$ cat src/rtl/led_fade_driver.sv
// led_fade_driver
//   Drives eight board LEDs from the one-hot chaser pattern. A lit input bit
//   shows full on. When the bit is released, that LED fades out through a
//   decaying PWM duty, which gives the trailing "comet" effect.
//
//   Ports:
//     clk      system clock
//     reset    asynchronous, active-low reset (clears every flop at once)
//     led_in   [7:0] pattern from the chaser; bit i high = LED i lit
//     led_out  [7:0] registered PWM drive; bit i high = LED i on
//
//   Parameters:
//     PWM_BITS    width of the PWM counter and of each brightness level
//     DECAY_DIV   clk cycles between decay ticks (>= 1)
//     DECAY_STEP  amount removed from each unlit level per decay tick
//
//   Optional build macro:
//     LED_GAMMA_EN  when defined, the PWM compare uses a squared (perceptual)
//                   level, (level*level) >> PWM_BITS, instead of the linear
//                   level.
module led_fade_driver #(
  parameter int PWM_BITS   = 8,
  parameter int DECAY_DIV  = 390625,
  parameter int DECAY_STEP = 32
) (
  input  logic       clk,
  input  logic       reset,
  input  logic [7:0] led_in,
  output logic [7:0] led_out
);

  // The prescaler needs at least one bit, even when DECAY_DIV is 1.
  localparam int PRE_W = (DECAY_DIV > 1) ? $clog2(DECAY_DIV) : 1;

  localparam logic [PWM_BITS-1:0] FULL_LEVEL = {PWM_BITS{1'b1}};
  localparam logic [PWM_BITS-1:0] STEP       = PWM_BITS'(DECAY_STEP);
  localparam logic [PRE_W-1:0]    PRE_LAST   = PRE_W'(DECAY_DIV - 1);

  logic [PWM_BITS-1:0] pwm_cnt_r;
  logic [PRE_W-1:0]    prescaler_r;
  logic                decay_tick_s;
  logic [PWM_BITS-1:0] level_r     [8];
  logic [PWM_BITS-1:0] level_nxt_s [8];
  logic [7:0]          led_nxt_s;

  // Saturating decrement: the level stops at zero and never wraps to full.
  function automatic logic [PWM_BITS-1:0] decay_level(input logic [PWM_BITS-1:0] lvl);
    logic [PWM_BITS-1:0] res;
    if (lvl > STEP) begin
      res = lvl - STEP;
    end else begin
      res = {PWM_BITS{1'b0}};
    end
    return res;
  endfunction

`ifdef LED_GAMMA_EN
  // Perceptual level: square the level in a double-width product and keep
  // the top half. This is combinational, so output latency is unchanged.
  function automatic logic [PWM_BITS-1:0] perceived(input logic [PWM_BITS-1:0] lvl);
    logic [2*PWM_BITS-1:0] sq;
    sq = {{PWM_BITS{1'b0}}, lvl} * {{PWM_BITS{1'b0}}, lvl};
    return sq[2*PWM_BITS-1:PWM_BITS];
  endfunction
`else
  // Linear compare: the level is used as the duty directly.
  function automatic logic [PWM_BITS-1:0] perceived(input logic [PWM_BITS-1:0] lvl);
    return lvl;
  endfunction
`endif

  // Decay tick, next brightness levels and next LED drive.
  always_comb begin
    decay_tick_s = (prescaler_r == PRE_LAST);
    led_nxt_s    = 8'h00;
    for (int i = 0; i < 8; i++) begin
      level_nxt_s[i] = level_r[i];
      // A lit input reloads full scale, even on a decay tick.
      if (led_in[i]) begin
        level_nxt_s[i] = FULL_LEVEL;
      end else if (decay_tick_s) begin
        level_nxt_s[i] = decay_level(level_r[i]);
      end else begin
        level_nxt_s[i] = level_r[i];
      end
      // The compare uses the pre-edge level and counter, so level L gives
      // L high cycles per PWM period.
      led_nxt_s[i] = led_in[i] | (perceived(level_r[i]) > pwm_cnt_r);
    end
  end

  // PWM counter, decay prescaler, brightness levels and registered outputs.
  always_ff @(posedge clk or negedge reset) begin
    if (!reset) begin
      pwm_cnt_r   <= {PWM_BITS{1'b0}};
      prescaler_r <= {PRE_W{1'b0}};
      for (int i = 0; i < 8; i++) begin
        level_r[i] <= {PWM_BITS{1'b0}};
      end
      led_out     <= 8'h00;
    end else begin
      pwm_cnt_r <= pwm_cnt_r + PWM_BITS'(1'b1);
      if (decay_tick_s) begin
        prescaler_r <= {PRE_W{1'b0}};
      end else begin
        prescaler_r <= prescaler_r + PRE_W'(1'b1);
      end
      for (int i = 0; i < 8; i++) begin
        level_r[i] <= level_nxt_s[i];
      end
      led_out <= led_nxt_s;
    end
  end

endmodule
$ cat config.mk
export PLATFORM = sky130hd
export DESIGN_NAME = led_fade_driver
export DESIGN_NICKNAME = d
export VERILOG_FILES = /design/src/rtl/led_fade_driver.sv
export SDC_FILE = /design/constraint.sdc
export NUM_CORES = 1
export LEC_CHECK = 0
export CAP_MARGIN = 25
export CORE_MARGIN = 10
export CORE_UTILIZATION = 55
export DETAILED_ROUTE_END_ITERATION = 6
export GPL_TIMING_DRIVEN = 0
export HOLD_SLACK_MARGIN = 0.06
export PLACE_DENSITY = 0.69
export SYNTH_ARGS = -nofsm -noshare
export SYNTH_HDL_FRONTEND = slang
export SYNTH_SLANG_ARGS = --single-unit
$ cat constraint.sdc
create_clock -name clk -period 2.3 [get_ports clk]
set_input_delay 0.46 -clock clk [delete_from_list [all_inputs] [get_ports clk]]
set_output_delay 0.46 -clock clk [all_outputs]
set_load 0.01 [all_outputs]
# == Word-level counts from Yosys, hierarchy flattened ==
# Index checks and enable logic that the tools add are counted.
# word_totals
ff_bits,99
in_bits,10
out_inout_bits,8
word_cells,79
# op_classes
n_addsub,10
order_cmp,16
n_eq_ne,1
mux,25
bitwise_logic,8
n_reduce_logical,8
# op_table
op,n
8-bit 2-to-1 mux,24
"8-bit by 6-bit greater-than comparator with 1-bit output, second input constant",8
8-bit greater-than comparator,8
"8-bit by 6-bit subtractor with 8-bit output, second input constant",8
"19-bit by 1-bit adder with 19-bit output, second input constant",1
"19-bit equality test, second input constant",1
19-bit 2-to-1 mux,1
2-bit nonzero test,8
"8-bit by 1-bit adder with 8-bit output, second input constant",1
1-bit bitwise OR,8

# == Longest topological paths before layout ==
# depth
word_depth,4
depth_mapped,8
ltp_nobuf,6

# == Worst setup path after synthesis ==
# No wires, ideal clock.
# synth_timing
kind,flip-flop to flip-flop
startpoint,register prescaler_r[0]
endpoint,register level_r[63] in the netlist's numbering
setup_ns,0.126
arrival_ns,1.649
required_time_ns,2.174
slack_ns,0.525
path_stages_with_launch,9
path_buffers,2
period_less_slack_ns,1.775
cell_sequence,dfrtp_1 > inv_1 > ha_1 > and4b_1 > and4_1 > buf_6 > buf_8 > a31oi_1 > a311o_1
# synth_between
elab_chain_len,2
# synth_rtl
item,line_no,rtl
start: declaration,40,logic [PRE_W-1:0] prescaler_r;
start signal: assignment,96,prescaler_r <= {PRE_W{1'b0}};
start signal: assignment,104,prescaler_r <= {PRE_W{1'b0}};
start signal: assignment,106,prescaler_r <= prescaler_r + PRE_W'(1'b1);
19-bit equality test,74,decay_tick_s = (prescaler_r == PRE_LAST);
2-bit nonzero test (no source line),n/a,
end signal: indexed assignment,98,level_r[i] <= {PWM_BITS{1'b0}};
end signal: indexed assignment,109,level_r[i] <= level_nxt_s[i];
end: declaration,42,logic [PWM_BITS-1:0] level_r [8];
# No other way between the ends.
# A chain may end at the register's enable or synchronous reset.

# == Worst setup path after layout ==
# layout_timing
startpoint,register prescaler_r[0]
endpoint,register level_r[54] in the netlist's numbering
# Same word-level chain as after synthesis.

==> impl_results.md <==
- Period utilisation layout: 0.978
- P_sw: 535 uW
- Crit path arrival time: 2550 ps
- Row Count: 33
- Sequential fraction of the synthesis area: 0.356
- Netlist Area Pre-Place: 0.00471 mm^2
- Status: finished clean
- Post_cts resized: 0
- Internal: 1.72 mW
- Starting DRT DRC Count: 288
- Grt peak-use layer: met2
- Largest net degree at the start of global routing: 68
- Power Density: 433 mW/mm^2
- H-tree depth: 3
- Slowest stage cell, crit path: dfrtp_1
- Hold Vio Cnt, Final: 0
- Slew Limit Fails: 0
- CP Capture Type: flip-flop
- Critical path peak fanout: 10
- RSZ-0062 raised after global routing: false
- Min cycle time layout: 2250 ps
- Die W: 113 um
- Worst vdd ir: 0.305 mV
- Die ar.: 0.0127 mm^2
- Sequential power share: 0.521
- Clock transition at path regs: 80 ps
- Aggregate global routing overflow: 0
- FF-to-FF path depth: 7
- Setup tns final: 0 ps
- Total track usage: 0.182
- Max incr delay on CP: 470 ps
- DRC Markers: 0
- Met1 Usage GRT: 0.230
- Comb pwr share: 0.023
- Vias per cell: 6.27
- Initial cell density of the core: 0.570
- I/O Pins: 18
- Final Util: 0.632
- Synth unique cells: 41
- HP Class: in -> async
- Max-Cap Viols: 0
- Layout cells sized above 1: 0.0573
- Clk buf depth: 2
- Commonest non-fill, non-tap cells in the layout: ha_1 (75), dfrtp_1 (67), inv_1 (44)
- Via count: 3944
- Mapped Nets: 575
- Core Box Area: 0.00826 mm^2
- Post-synth EDFFs: 0
- Share of flip-flops with an asynchronous set or reset: 1.00
- Final cell count without fillers: 629
- Fill cell count: 706
- Leakage: 2.29 nW
- Antenna cells: 0
- Ys Warns: 0
- Cells after DPL: 612
- Initial antenna violation count: 0
- Initial DRT Pass Iterations: 5
- Setup Skew: 15.6 ps
- Fmax: 445 MHz
- Clk_lat worst skew: 360 ps
- Met3 Resource Use GR: 0.0383
- Layout Nets: 604
- CTS tree: done
- Clk pwr share: 0.455
- Synth-to-Final Area Change: 10.8%
- Setup-failing EPs final: 0
- First-pass GRT wire length: 19000 um
- WL final: 11200 um
- Post-synthesis register bit count: 67
- CP required: 2610 ps
- Synth Instances: 490
- Gpl congestion: 0.831
- Most common cell after layout, fill and taps aside: ha_1
- CP Cell Sequence: inv_1, ha_1, and4b_1, nand4_2, buf_2, o31ai_1, a21o_1
- Critical setup path kind: reg -> reg
- HPWL after DPL: 7540 um
- Rel. slew slack: 0.428
- Buffers added on ports: 17
- Die height: 113 um
- Switching Fraction: 0.237
- Top_reg_cell synth: dfrtp_1
- Avg Cell Area, Syn: 9.61 um^2
- Met2 usage: 0.295
- Slew @ Worst Pin: 857 ps
- CTS root buf: clkbuf_8
- Vias in the first global route: 3938
- TritonCTS Sinks: 67
- Crit start category: flip-flop
- DRT antenna net count: 0
- CTS Buf Count: 9
- Avg WL per Cell: 17.8 um
[power groups by stage]
stage          Combinational (mW)  Clock, mW  Sequential [mW]
2_1_floorplan             0.00230          0             1.20
3_3_place_gp               0.0542          0             1.20
3_5_place_dp               0.0540          0             1.20
4_1_cts                    0.0546       1.04             1.18
5_1_grt                    0.0591       1.09             1.18
6_report                   0.0525       1.03             1.18
[layout make-up]
class / instances / area, um^2 / share of cell area
multi-input combinational: 367 / 2790 / 0.534
sequential: 67 / 1680 / 0.321
timing repair buffer: 18 / 175 / 0.0336
inverter: 44 / 165 / 0.0317
clock buffer: 10 / 138 / 0.0264
tap: 105 / 131 / 0.0252
buffer: 12 / 78.8 / 0.0151
clock inverter: 6 / 65.1 / 0.0125
[what timing repair did]
item                       CTS  global route
setup endpoints to repair   10             0
buffers inserted             1             0
hold buffers                 0             0
[flip-flops by register name (all words and copies together), names as in the netlist]
name	count
led_out	8
level_r	32
prescaler_r	19
pwm_cnt_r	8
[worst paths after layout]
check	slack, ps	end	start
min in group clk	500	pwm_cnt_r[7]	pwm_cnt_r[7]
max	50	level_r[54]	prescaler_r[0]
max reg2reg	50	level_r[54]	prescaler_r[0]
min	190	pwm_cnt_r[2]	reset
min reg2reg	500	pwm_cnt_r[7]	pwm_cnt_r[7]
max in group asynchronous	1530	level_r[63]	reset
[layer usage]
metal	up-vias	routed length, um
met5	-	0
met4	0	185
met3	23	568
met2	94	5380
met1	1935	5080
li1	1892	-
[Yosys cell counts, types with 2 or more instances]
cell | n | area (um^2)
and3_1 | 5 | 31.3
nor3_1 | 4 | 20.0
a211oi_1 | 7 | 52.6
a2111oi_0 | 8 | 70.1
and4_1 | 12 | 105
buf_6 | 2 | 22.5
nand3_1 | 26 | 130
ha_1 | 75 | 938
nand4_1 | 9 | 56.3
xnor2_1 | 14 | 123
clkbuf_1 | 5 | 18.8
a21oi_1 | 35 | 175
a21o_1 | 9 | 67.6
o31ai_1 | 8 | 60.1
nand2_1 | 8 | 30.0
o21ai_0 | 29 | 145
or3_1 | 4 | 25.0
dfrtp_1 | 67 | 1680
nor4_1 | 12 | 75.1
buf_2 | 3 | 15.0
and4b_1 | 7 | 70.1
a31oi_1 | 8 | 50.1
nor2b_1 | 7 | 43.8
inv_1 | 44 | 165
xor2_1 | 6 | 52.6
nor2_1 | 41 | 154
o21a_1 | 7 | 52.6
a211o_1 | 8 | 70.1
a311o_1 | 8 | 80.1
[cells by family (layout without fill, tap and decap cells)]
logic type / Yosys count / in the layout / share of synthesized area
AND/OR/NAND/NOR: 141 / 141 / 0.174
AO/OA/AOI/OAI: 131 / 131 / 0.182
adder cells (fa/ha/maj): 75 / 75 / 0.199
flip-flops: 67 / 67 / 0.356
buffers and inverters: 56 / 90 / 0.0518
XOR/XNOR: 20 / 20 / 0.0372
[per-stage QoR]
stage          setup WS, ps  total power, mW  hold slack, ps  area, um^2
6_report               50.6             2.26             185        5220
5_1_grt                7.89             2.33             274        5220
4_1_cts                95.6             2.27             242        5220
3_5_place_dp          -13.9             1.25             484        5010
3_3_place_gp          -1520             1.25             459        5010
2_1_floorplan           525             1.20             164        4710
[worst max-delay path, delay by kind of cell (launching register included)]
kind	cells	cell delay (ps)
DFF	1	470
and+or+nand+nor	2	590
buffers and inverters	2	470
AOI/OAI and AO/OA	2	520
adders and majority gates	1	150
Note: power is estimated with default switching activity, not from simulation.
==> variant: new RTL, same flow settings <==
Add a define of `LED_GAMMA_EN`.
--- a/src/rtl/led_fade_driver.sv
+++ b/src/rtl/led_fade_driver.sv
@@ -20,2 +20,4 @@
 //                   level.
+`define LED_GAMMA_EN
+
 module led_fade_driver #(
Function: same outputs for any inputs over 10 cycles, from zero or initial values and one cycle with reset low; that may be too few to reach the edited logic, so the function may still have changed.
==> variant against the original RTL <==
The run now ends with negative setup slack left. Combinational power rose by 26%. Clock power rose by 54%. Via count rose to 2.7 times the old value. Wire length rose to 2.7 times the old value. Count of clock-buffer cells in the layout did not move. Sequential cell count did not move. Synthesized cell count rose to 3.0 times the old value. Design area rose to 3.0 times the old value. Setup slack got worse by 2.7 ns. Area after synthesis rose to 2.6 times the old value. Power rose by 25%. Global-route usage rose by 3.3 points. Non-clock buffer count rose by 142.
==> variant: results (changes against the original RTL) <==
| Parameter | Value | Unit | Delta |
|---|---|---|---|
| DR WL met2 | 15100 | um | +180% |
| Met1 GRT Util | 27.7 | % | +4.7 points |
| Share of flip-flops with an asynchronous set or reset | 100 | % | unchanged |
| Biggest cell delay along the critical path | 0.52 | ns | +0.05 ns |
| Final setup violation count | 8 | - | +8 |
| Instance area at placement | 13800 | um^2 | +180% |
| Length of the first detailed-routing pass in iterations | 7 | - | +2 |
| Global-route wire length before repair | 51000 | um | +170% |
| Layout cell share with drive strength beyond 1 | 22.9 | % | +17 points |
| Routed length on met3 | 1000 | um | +77% |
| Warnings from Yosys | 0 | - | unchanged |
| Post-route worst setup slack | -2.69 | ns | -2.74 ns |
| Largest cells by area after synthesis | ha_1 25%, dfrtp_1 14%, fa_1 13% | - |  |
| Outcome | finished, violations left | - |  |
| Count of fill cells added during filler insertion | 1696 | - | +140% |
| Global routing usage summed across all routing layers | 21.5 | % | +3.3 points |
| Static Leakage | 6.94 | nW | +200% |
| Routability congestion estimate from global placement | 0.849 | - | +2.3% |
| Logic inverters | 211 | - | +380% |
| Category of cells accounting for the largest share of critical-path delay | adder cells | - |  |
| Hpwl dp | 21900 | um | +190% |
| Cell area after synthesis | 12400 | um^2 | +160% |
| Buffers, non-clock | 172 | - | +470% |
| CTS HTree Levels | 3 | - | unchanged |
| Total number of nets in the final design | 1949 | - | +220% |
| Vias per cell | 5.58 | - | -11% |
| Max VDD drop | 0.000356 | V | +17% |
| Post-Route Skew | 0.0119 | ns | -0.00367 ns |
| Average cell area after synthesis | 8.42 | um^2 | -12% |
| Library cell used as clock root buffer | clkbuf_16 | - |  |
| Global routing usage on met3 | 2.85 | % | -0.99 points |
| Fraction of area in clock buffers and inverters | 2.11 | % | -1.8 points |
| Count of multi-input combinational gates | 1147 | - | +210% |
| Relative slew margins | 47.5 | % | +4.6 points |
| Routed met1 length | 14000 | um | +180% |
| Violated checks | negative setup slack | - |  |
| Sequential fraction of the synthesis area | 13.5 | % | -22 points |
| Via count of the first global-routing pass | 10600 | - | +170% |
| Via count | 10600 | - | +170% |
| Hold WC Path Type | flop to flop | - |  |
| Sequential share of cell area | 10.9 | % | -21 points |
| Pin count of the biggest net entering global routing | 50 | - | -26% |
| Wire per inst | 16.2 | um | -9.4% |
| Crit Path Max Fanout | 4 | - | -6 |
| Cells after DPL | 1770 | - | +190% |
| Synth top cells by count | 251 x ha_1, 211 x inv_1, 101 x nand2_1 | - |  |
| Met2 Resource Use GR | 37.3 | % | +7.7 points |
| Cell with the biggest individual delay on the critical path | fa_1 | - |  |
| Critical Path RT | 2.51 | ns | -0.10 ns |
| Violation count after the first detailed-routing iteration | 531 | - | +84% |
| Cell variety after synth | 55 | - | +34% |
| Non-clock buffer share | 9.90 | % | +5.0 points |
| Multi-input gate area | 10800 | um^2 | +290% |
==> variant: final timing paths <==
check,cells past startpoint,endpoint,startpoint,slack (ns)
min in group asynchronous,2,level_r[53],reset,0.55
worst max register to register,24,led_out[1],level_r[55],-2.69
worst max-delay path,24,led_out[1],level_r[55],-2.69
worst min-delay path,1,pwm_cnt_r[6],pwm_cnt_r[6],0.48
worst min register to register,1,pwm_cnt_r[6],pwm_cnt_r[6],0.48
max in group asynchronous,3,level_r[19],reset,1.15
==> variant: what timing repair did <==
item | 4_1_cts | 5_1_grt
hold endpoints to repair | 18 | 0
pin swaps | 72 | 66
buffers inserted | 77 | 32
gates resized for setup | 80 | 65
endpoints found under the setup margin | 33 | 19
hold buffers | 1 | 0
==> variant: where the power goes <==
| part | switching (mW) | internal (mW) | total, mW | leakage [nW] |
|---|---|---|---|---|
| clock network | 0.608 | 0.980 | 1.59 | 0.155 |
| registers | 0.00000000000000250 | 1.18 | 1.18 | 0.696 |
| logic | 0.0452 | 0.0209 | 0.0661 | 6.09 |
==> variant: metrics by stage <==
stage | hold WS, ns | utilization [%] | worst slack (ns) | setup TNS, ns
6_report | 0.479 | 70.4 | -2.69 | -20.29
3_3_place_gp | 0.460 | 62.7 | -3.00 | -162.54
2_1_floorplan | 0.164 | - | -2.52 | -18.84
4_1_cts | 0.480 | 68.4 | -2.70 | -20.48
5_1_grt | 0.488 | 70.4 | -2.87 | -21.79
3_5_place_dp | 0.381 | 62.8 | -3.07 | -24.29
==> variant: cell families after synthesis <==
logic type	synth area share (%)
XOR/XNOR	8.19
buffers and inverters	8.02
adder cells (fa/ha/maj)	38.2
AND/OR/NAND/NOR	17.2
flip-flops	13.5
AO/OA/AOI/OAI	14.8
